==> src/rtl/soc_msp430_ram_sp_gen.sv <==
// rtl/soc_msp430_ram_sp_gen.sv - parametrised single-port RAM with byte lanes, output pipe and clear sweep
//
// Ports:
//   ram_clk       clock, rising edge
//   ram_rst       synchronous active-high reset
//   ram_addr      word address
//   ram_cen       chip enable, active-low
//   ram_wen       per-byte write enable, active-low
//   ram_din       write data
//   ram_dout      read data, held until the next delivered result
//   ram_dout_vld  one-cycle strobe per accepted access
//   ram_busy      clear sweep in progress; accesses ignored
module soc_msp430_ram_sp_gen #(
  parameter int ADDR_MSB       = 6,
  parameter int MEM_SIZE       = 256,
  parameter int DATA_WIDTH     = 16,
  parameter int OUT_REG        = 0,
  parameter int CLEAR_ON_RESET = 1
) (
  input  logic                    ram_clk,
  input  logic                    ram_rst,
  input  logic [ADDR_MSB:0]       ram_addr,
  input  logic                    ram_cen,
  input  logic [DATA_WIDTH/8-1:0] ram_wen,
  input  logic [DATA_WIDTH-1:0]   ram_din,
  output logic [DATA_WIDTH-1:0]   ram_dout,
  output logic                    ram_dout_vld,
  output logic                    ram_busy
);

  localparam int LANES = DATA_WIDTH / 8;
  localparam int DEPTH = MEM_SIZE / LANES;
  localparam int AW    = (DEPTH > 1) ? $clog2(DEPTH) : 1;

  localparam logic [1:0] ST_RESET_HOLD = 2'd0;
  localparam logic [1:0] ST_CLEAR      = 2'd1;
  localparam logic [1:0] ST_IDLE       = 2'd2;

  logic [DATA_WIDTH-1:0] mem [DEPTH];

  logic [1:0]            state_q, state_d;
  logic [AW-1:0]         cnt_q, cnt_d;

  // Request stage: the accepted access is registered first, the array is
  // touched on the following edge.
  logic                  req_vld_q, req_vld_d;
  logic [ADDR_MSB:0]     req_addr_q, req_addr_d;
  logic [LANES-1:0]      req_wen_q, req_wen_d;
  logic [DATA_WIDTH-1:0] req_din_q, req_din_d;

  logic [DATA_WIDTH-1:0] dout1_q, dout1_d;
  logic                  vld1_q, vld1_d;
  logic [DATA_WIDTH-1:0] dout2_q, dout2_d;
  logic                  vld2_q, vld2_d;

  logic                  acc;
  logic [31:0]           addr_ext;
  logic                  in_range;
  logic [AW-1:0]         rd_idx;
  logic [DATA_WIDTH-1:0] merged;
  logic [DATA_WIDTH-1:0] rd_word;
  logic                  mem_we;
  logic [AW-1:0]         mem_idx;
  logic [DATA_WIDTH-1:0] mem_wdata;

  assign ram_busy = (state_q == ST_CLEAR) ||
                    ((state_q == ST_RESET_HOLD) && (CLEAR_ON_RESET != 0));
  assign acc      = !ram_cen && !ram_busy && !ram_rst;

  // Clear sweep FSM
  always_comb begin
    state_d = state_q;
    cnt_d   = cnt_q;
    case (state_q)
      ST_RESET_HOLD: begin
        cnt_d   = '0;
        state_d = (CLEAR_ON_RESET != 0) ? ST_CLEAR : ST_IDLE;
      end
      ST_CLEAR: begin
        cnt_d = cnt_q + AW'(1);
        if (cnt_q == AW'(DEPTH - 1)) state_d = ST_IDLE;
      end
      ST_IDLE: ;
      default: state_d = ST_RESET_HOLD;
    endcase
  end

  always_comb begin
    req_vld_d  = acc;
    req_addr_d = acc ? ram_addr : req_addr_q;
    req_wen_d  = acc ? ram_wen  : req_wen_q;
    req_din_d  = acc ? ram_din  : req_din_q;
  end

  // Write-first merge: returned word is the stored word with written lanes replaced.
  always_comb begin
    addr_ext = 32'(req_addr_q);
    in_range = addr_ext < 32'(DEPTH);
    rd_idx   = addr_ext[AW-1:0];
    merged   = mem[rd_idx];
    for (int i = 0; i < LANES; i++) begin
      if (!req_wen_q[i]) merged[8*i +: 8] = req_din_q[8*i +: 8];
    end
    rd_word  = in_range ? merged : '0;
  end

  // Single write port shared by the sweep and normal writes; they never overlap
  // because requests are only accepted outside the sweep.
  always_comb begin
    mem_we    = 1'b0;
    mem_idx   = rd_idx;
    mem_wdata = merged;
    if (!ram_rst) begin
      if (state_q == ST_CLEAR) begin
        mem_we    = 1'b1;
        mem_idx   = cnt_q;
        mem_wdata = '0;
      end else if (req_vld_q && in_range && !(&req_wen_q)) begin
        mem_we    = 1'b1;
      end
    end
  end

  always_comb begin
    vld1_d  = req_vld_q;
    dout1_d = req_vld_q ? rd_word : dout1_q;
    vld2_d  = vld1_q;
    dout2_d = vld1_q ? dout1_q : dout2_q;
  end

  always_ff @(posedge ram_clk) begin
    if (mem_we) mem[mem_idx] <= mem_wdata;
  end

  always_ff @(posedge ram_clk) begin
    if (ram_rst) begin
      state_q    <= ST_RESET_HOLD;
      cnt_q      <= '0;
      req_vld_q  <= 1'b0;
      req_addr_q <= '0;
      req_wen_q  <= '1;
      req_din_q  <= '0;
      dout1_q    <= '0;
      vld1_q     <= 1'b0;
      dout2_q    <= '0;
      vld2_q     <= 1'b0;
    end else begin
      state_q    <= state_d;
      cnt_q      <= cnt_d;
      req_vld_q  <= req_vld_d;
      req_addr_q <= req_addr_d;
      req_wen_q  <= req_wen_d;
      req_din_q  <= req_din_d;
      dout1_q    <= dout1_d;
      vld1_q     <= vld1_d;
      dout2_q    <= dout2_d;
      vld2_q     <= vld2_d;
    end
  end

  assign ram_dout     = (OUT_REG != 0) ? dout2_q : dout1_q;
  assign ram_dout_vld = (OUT_REG != 0) ? vld2_q  : vld1_q;

endmodule

==> config.mk <==
export PLATFORM = sky130hd
export DESIGN_NAME = soc_msp430_ram_sp_gen
export DESIGN_NICKNAME = d
export VERILOG_FILES = /design/src/rtl/soc_msp430_ram_sp_gen.sv
export SDC_FILE = /design/constraint.sdc
export NUM_CORES = 2
export LEC_CHECK = 0
export BUFFER_PORTS_ARGS = -buffer_cell sky130_fd_sc_hd__buf_2
export CAP_MARGIN = 20
export CORE_MARGIN = 5
export CORE_UTILIZATION = 41
export DETAILED_ROUTE_END_ITERATION = 7
export REMOVE_ABC_BUFFERS = 1
export SYNTH_ARGS = -nofsm -noshare
export SYNTH_HDL_FRONTEND = slang
export SYNTH_SLANG_ARGS = --single-unit
==> constraint.sdc <==
create_clock -name ram_clk -period 9.69 [get_ports ram_clk]
set_input_delay 1.4535 -clock ram_clk [delete_from_list [all_inputs] [get_ports ram_clk]]
set_output_delay 1.4535 -clock ram_clk [all_outputs]
set_load 0.01 [all_outputs]
==> out/results.tsv <==
stage	metric	value	unit
critical_path	arrival	6360	ps
drt	dr.pass1.iters	7	
power	p_int	0.01528	W
critical_path	worst-path-buf-inv	3	
floorplan	die_h	456.2	um
grt	grt_pass1_vias	39595	
drt	route.vias.total	39713	
timing	fin_crit_sh	60.85	%
floorplan	fp.dieArea	208100	sq um
clocking	ctsRootBufferMaster	clkbuf_16	
critical_path	critPathLaunchType	flop	
timing	rsz0062_at_grt	false	
clocking	post_cts_resized	0	
floorplan	coreArea	197600	sq um
timing	fin_skew	60.15	ps
critical_path	cp_common_cell	buf_4	
critical_path	path_class	flop to flop	
critical_path	cp.required	10150	ps
timing	final-setup-viol-count	0	
power	power-per-cell-area	210.4	nW/um^2
timing	relSlewSlack	20.23	%
place	postPlaceCellArea	85800	sq um
layout	final_common_cell	edfxtp_1	
grt	antenna_found_initial	5	
logic_synthesis	async_flop_share	0	%
drt	wl_per_cell	31.37	um
logic_synthesis	yosysWarningCount	0	
worst_hold_path	hold_class	flop to flop	
timing	finalMaxSlewViolations	0	
timing	finalSetupTns	0	ps
clocking	cts_tree	done	
critical_path	critPathCaptureType	flop	
power	clockPowerShare	41.7	%
logic_synthesis	avgSynthCellArea	21.46	sq um
place	hpwlAfterDp	129.2	mm
clocking	clock_sinks	2107	
power	peakVddDrop	0.1638	mV
floorplan	initial_core_util	41.31	%
status	status	complete, no violations	
clocking	cts_setup_buffers	0	
layout	final_nets	4048	
logic_synthesis	synth_cells	3805	
floorplan	ioPinCount	46	
power	p_leak	28.33	nW
critical_path	crit_family	compound AO/OA/AOI/OAI gates	
grt	grt_max_degree	105	
drt	viasPerCell	5.797	
logic_synthesis	ys_ff_latch	2107	
clocking	cts.reportedPaths.clkPinSlew	60	ps
logic_synthesis	yosysUniqueCellTypes	60	
grt	grt_pass1_wl	303.9	mm
drt	drt_iter0_drc	4589	
place	gp_congestion	0.9037	
layout	final_cell_area	92970	sq um
layout	fill_cells	16163	
clocking	cts_made_buffers	211	
logic_synthesis	synth_edf_count	2048	
drt	postRouteWirelength	214.9	mm
power	p_sw_share	21.88	%
drt	drcViolationCount	0	
grt	grt_util_all_layers	20.32	%
layout	final_cell_mix	edfxtp_1, mux4_2, clkbuf_16	
timing	finalHoldViolations	0	
logic_synthesis	seq_area_frac_synth	76.78	%
critical_path	cp_slowest_cell	a2111oi_0	
floorplan	die_w	456.2	um
flow_run	cap_violations	0	
clocking	cts_max_path_buffers	3	
layout	drive_above_1_share	28.12	%
place	port_buffers	45	
timing	clock.fmax	169.6	MHz
critical_path	worst_path_largest_cell_delay	860	ps
power	power_frac_comb	5.2	%
power	power_frac_seq	53.0	%
timing	worstMarginPinSlew	1197	ps
clocking	ctsHoldBuffers	0	
floorplan	num_rows	163	
layout	syn_to_final_growth	13.89	%
logic_synthesis	netlist_area	81640	sq um
grt	grt_overflow	0	
clocking	h-tree-depth	4	
critical_path	crit_chain	buf_4 -> buf_4 -> mux4_2 -> mux2i_1 -> a2111oi_0 -> a211oi_1 -> a211oi_1 -> o31a_2 -> buf_4	
clocking	clock_latency	850	ps
critical_path	cp_max_fo	88	
logic_synthesis	synth_flop_cell	edfxtp_1	
timing	period_needed	5897	ps
timing	hold-worst-slack	456.6	ps
power	power_switching	0.004280	W
power	power	0.01956	W
drt	antenna_left	0	
-- synth_stat cells, types with 6 or more instances --
library cell,instances,area [sq um]
buf_6,26,292.8
nand3_1,39,195.2
buf_2,45,225.2
mux2i_1,200,2002
buf_8,6,90.09
inv_1,8,30.03
nand3b_1,12,90.09
mux2_2,31,349.1
nor3b_1,6,45.04
dfxtp_1,59,1181
nor2_1,200,750.7
and2_1,9,56.30
a221oi_1,6,52.55
or2_2,7,43.79
nor3_1,23,115.1
o31ai_1,6,45.04
buf_4,32,240.2
clkbuf_1,73,274.0
nand2_1,140,525.5
o22ai_1,42,262.8
nand2b_1,20,125.1
mux4_2,511,11510
a31oi_1,7,43.79
a21oi_1,58,290.3
o211ai_1,21,157.7
a211oi_1,22,165.2
nor2b_1,12,75.07
o21ai_0,28,140.1
buf_1,27,101.4
a22oi_1,30,225.2
edfxtp_1,2048,61500
-- kinds of logic (layout without fill, tap and decap cells) --
| family | after synthesis | count (layout) | share of synthesized area (%) |
|---|---|---|---|
| buffers and inverters | 218 | 617 | 1.540 |
| other | 0 | 7 | 0 |
| flip-flops | 2107 | 2107 | 76.78 |
| AO/OA/AOI/OAI | 256 | 256 | 2.089 |
| multiplexers | 742 | 742 | 16.98 |
| AND/OR/NAND/NOR | 477 | 477 | 2.556 |
| XOR/XNOR | 4 | 4 | 0.04292 |
| adder cells (fa/ha/maj) | 1 | 1 | 0.01532 |
-- worst register-to-register path: stages (launching register included) --
cell       delay (ps)
dfxtp_4           730
buf_4             590
buf_4             560
mux4_2            300
mux2i_1            70
a2111oi_0         860
a211oi_1          190
a211oi_1          540
o31a_2            760
buf_4             870
-- per-layer routing --
metal / vias to the layer above / track usage (%) / routed length [um]
met1: 21409 / 28.03 / 87300
li1: 16325 / - / -
met2: 1613 / 32.27 / 102700
met3: 364 / 3.843 / 15620
met5: - / 0 / 10
met4: 2 / 7.942 / 9236
-- flip-flops by register name, summed over array words and instances, names as in the netlist, named ones only --
| register | cells |
|---|---|
| rd_idx | 7 |
| cnt_q | 7 |
| ram_dout | 16 |
| state_q | 2 |
| req_vld_q | 1 |
| req_wen_q | 2 |
| ram_dout_vld | 1 |
| mem | 2048 |
| req_din_q | 16 |
-- layout make-up --
class | count | area, sq um | share of cell area [%]
Tap cell | 2640 | 3303 | 3.553
Inverter | 9 | 38.79 | 0.04172
Multi-Input combinational cell | 1480 | 18100 | 19.47
Antenna cell | 7 | 17.52 | 0.01884
Sequential cell | 2107 | 62700 | 67.44
Timing Repair Buffer | 210 | 1854 | 1.994
Clock inverter | 129 | 1333 | 1.433
Clock buffer | 269 | 5623 | 6.048
-- path summary, 6_finish.rpt --
path,end,depth (start not counted),slack (ps),from
hold / removal,req_din_q[12],2,460,req_din_q[12]
setup reg to reg,mem[18][4],9,3790,flop
setup / recovery,mem[18][4],9,3790,flop
hold reg to reg,req_din_q[12],2,460,req_din_q[12]
-- stage by stage --
stage	utilization [%]	worst slack, ps	std cells
final	47.05	3793	6851
after global routing	47.04	3563	6844
after CTS	46.94	3847	6834
after detailed placement	43.42	3873	6436
after global placement	43.30	3734	6422
after floorplan	-	-20440	3596
-- power by group through the flow --
stage                     logic (W)  clock network [W]  registers, W
final                       0.00102            0.00816        0.0104
after global routing        0.00108            0.00868        0.0104
after CTS                   0.00102            0.00829        0.0104
after detailed placement    0.00102                  0        0.0106
after global placement     0.000979                  0        0.0106
after floorplan            0.000606                  0        0.0107
Power figures use the tool's default switching activity.
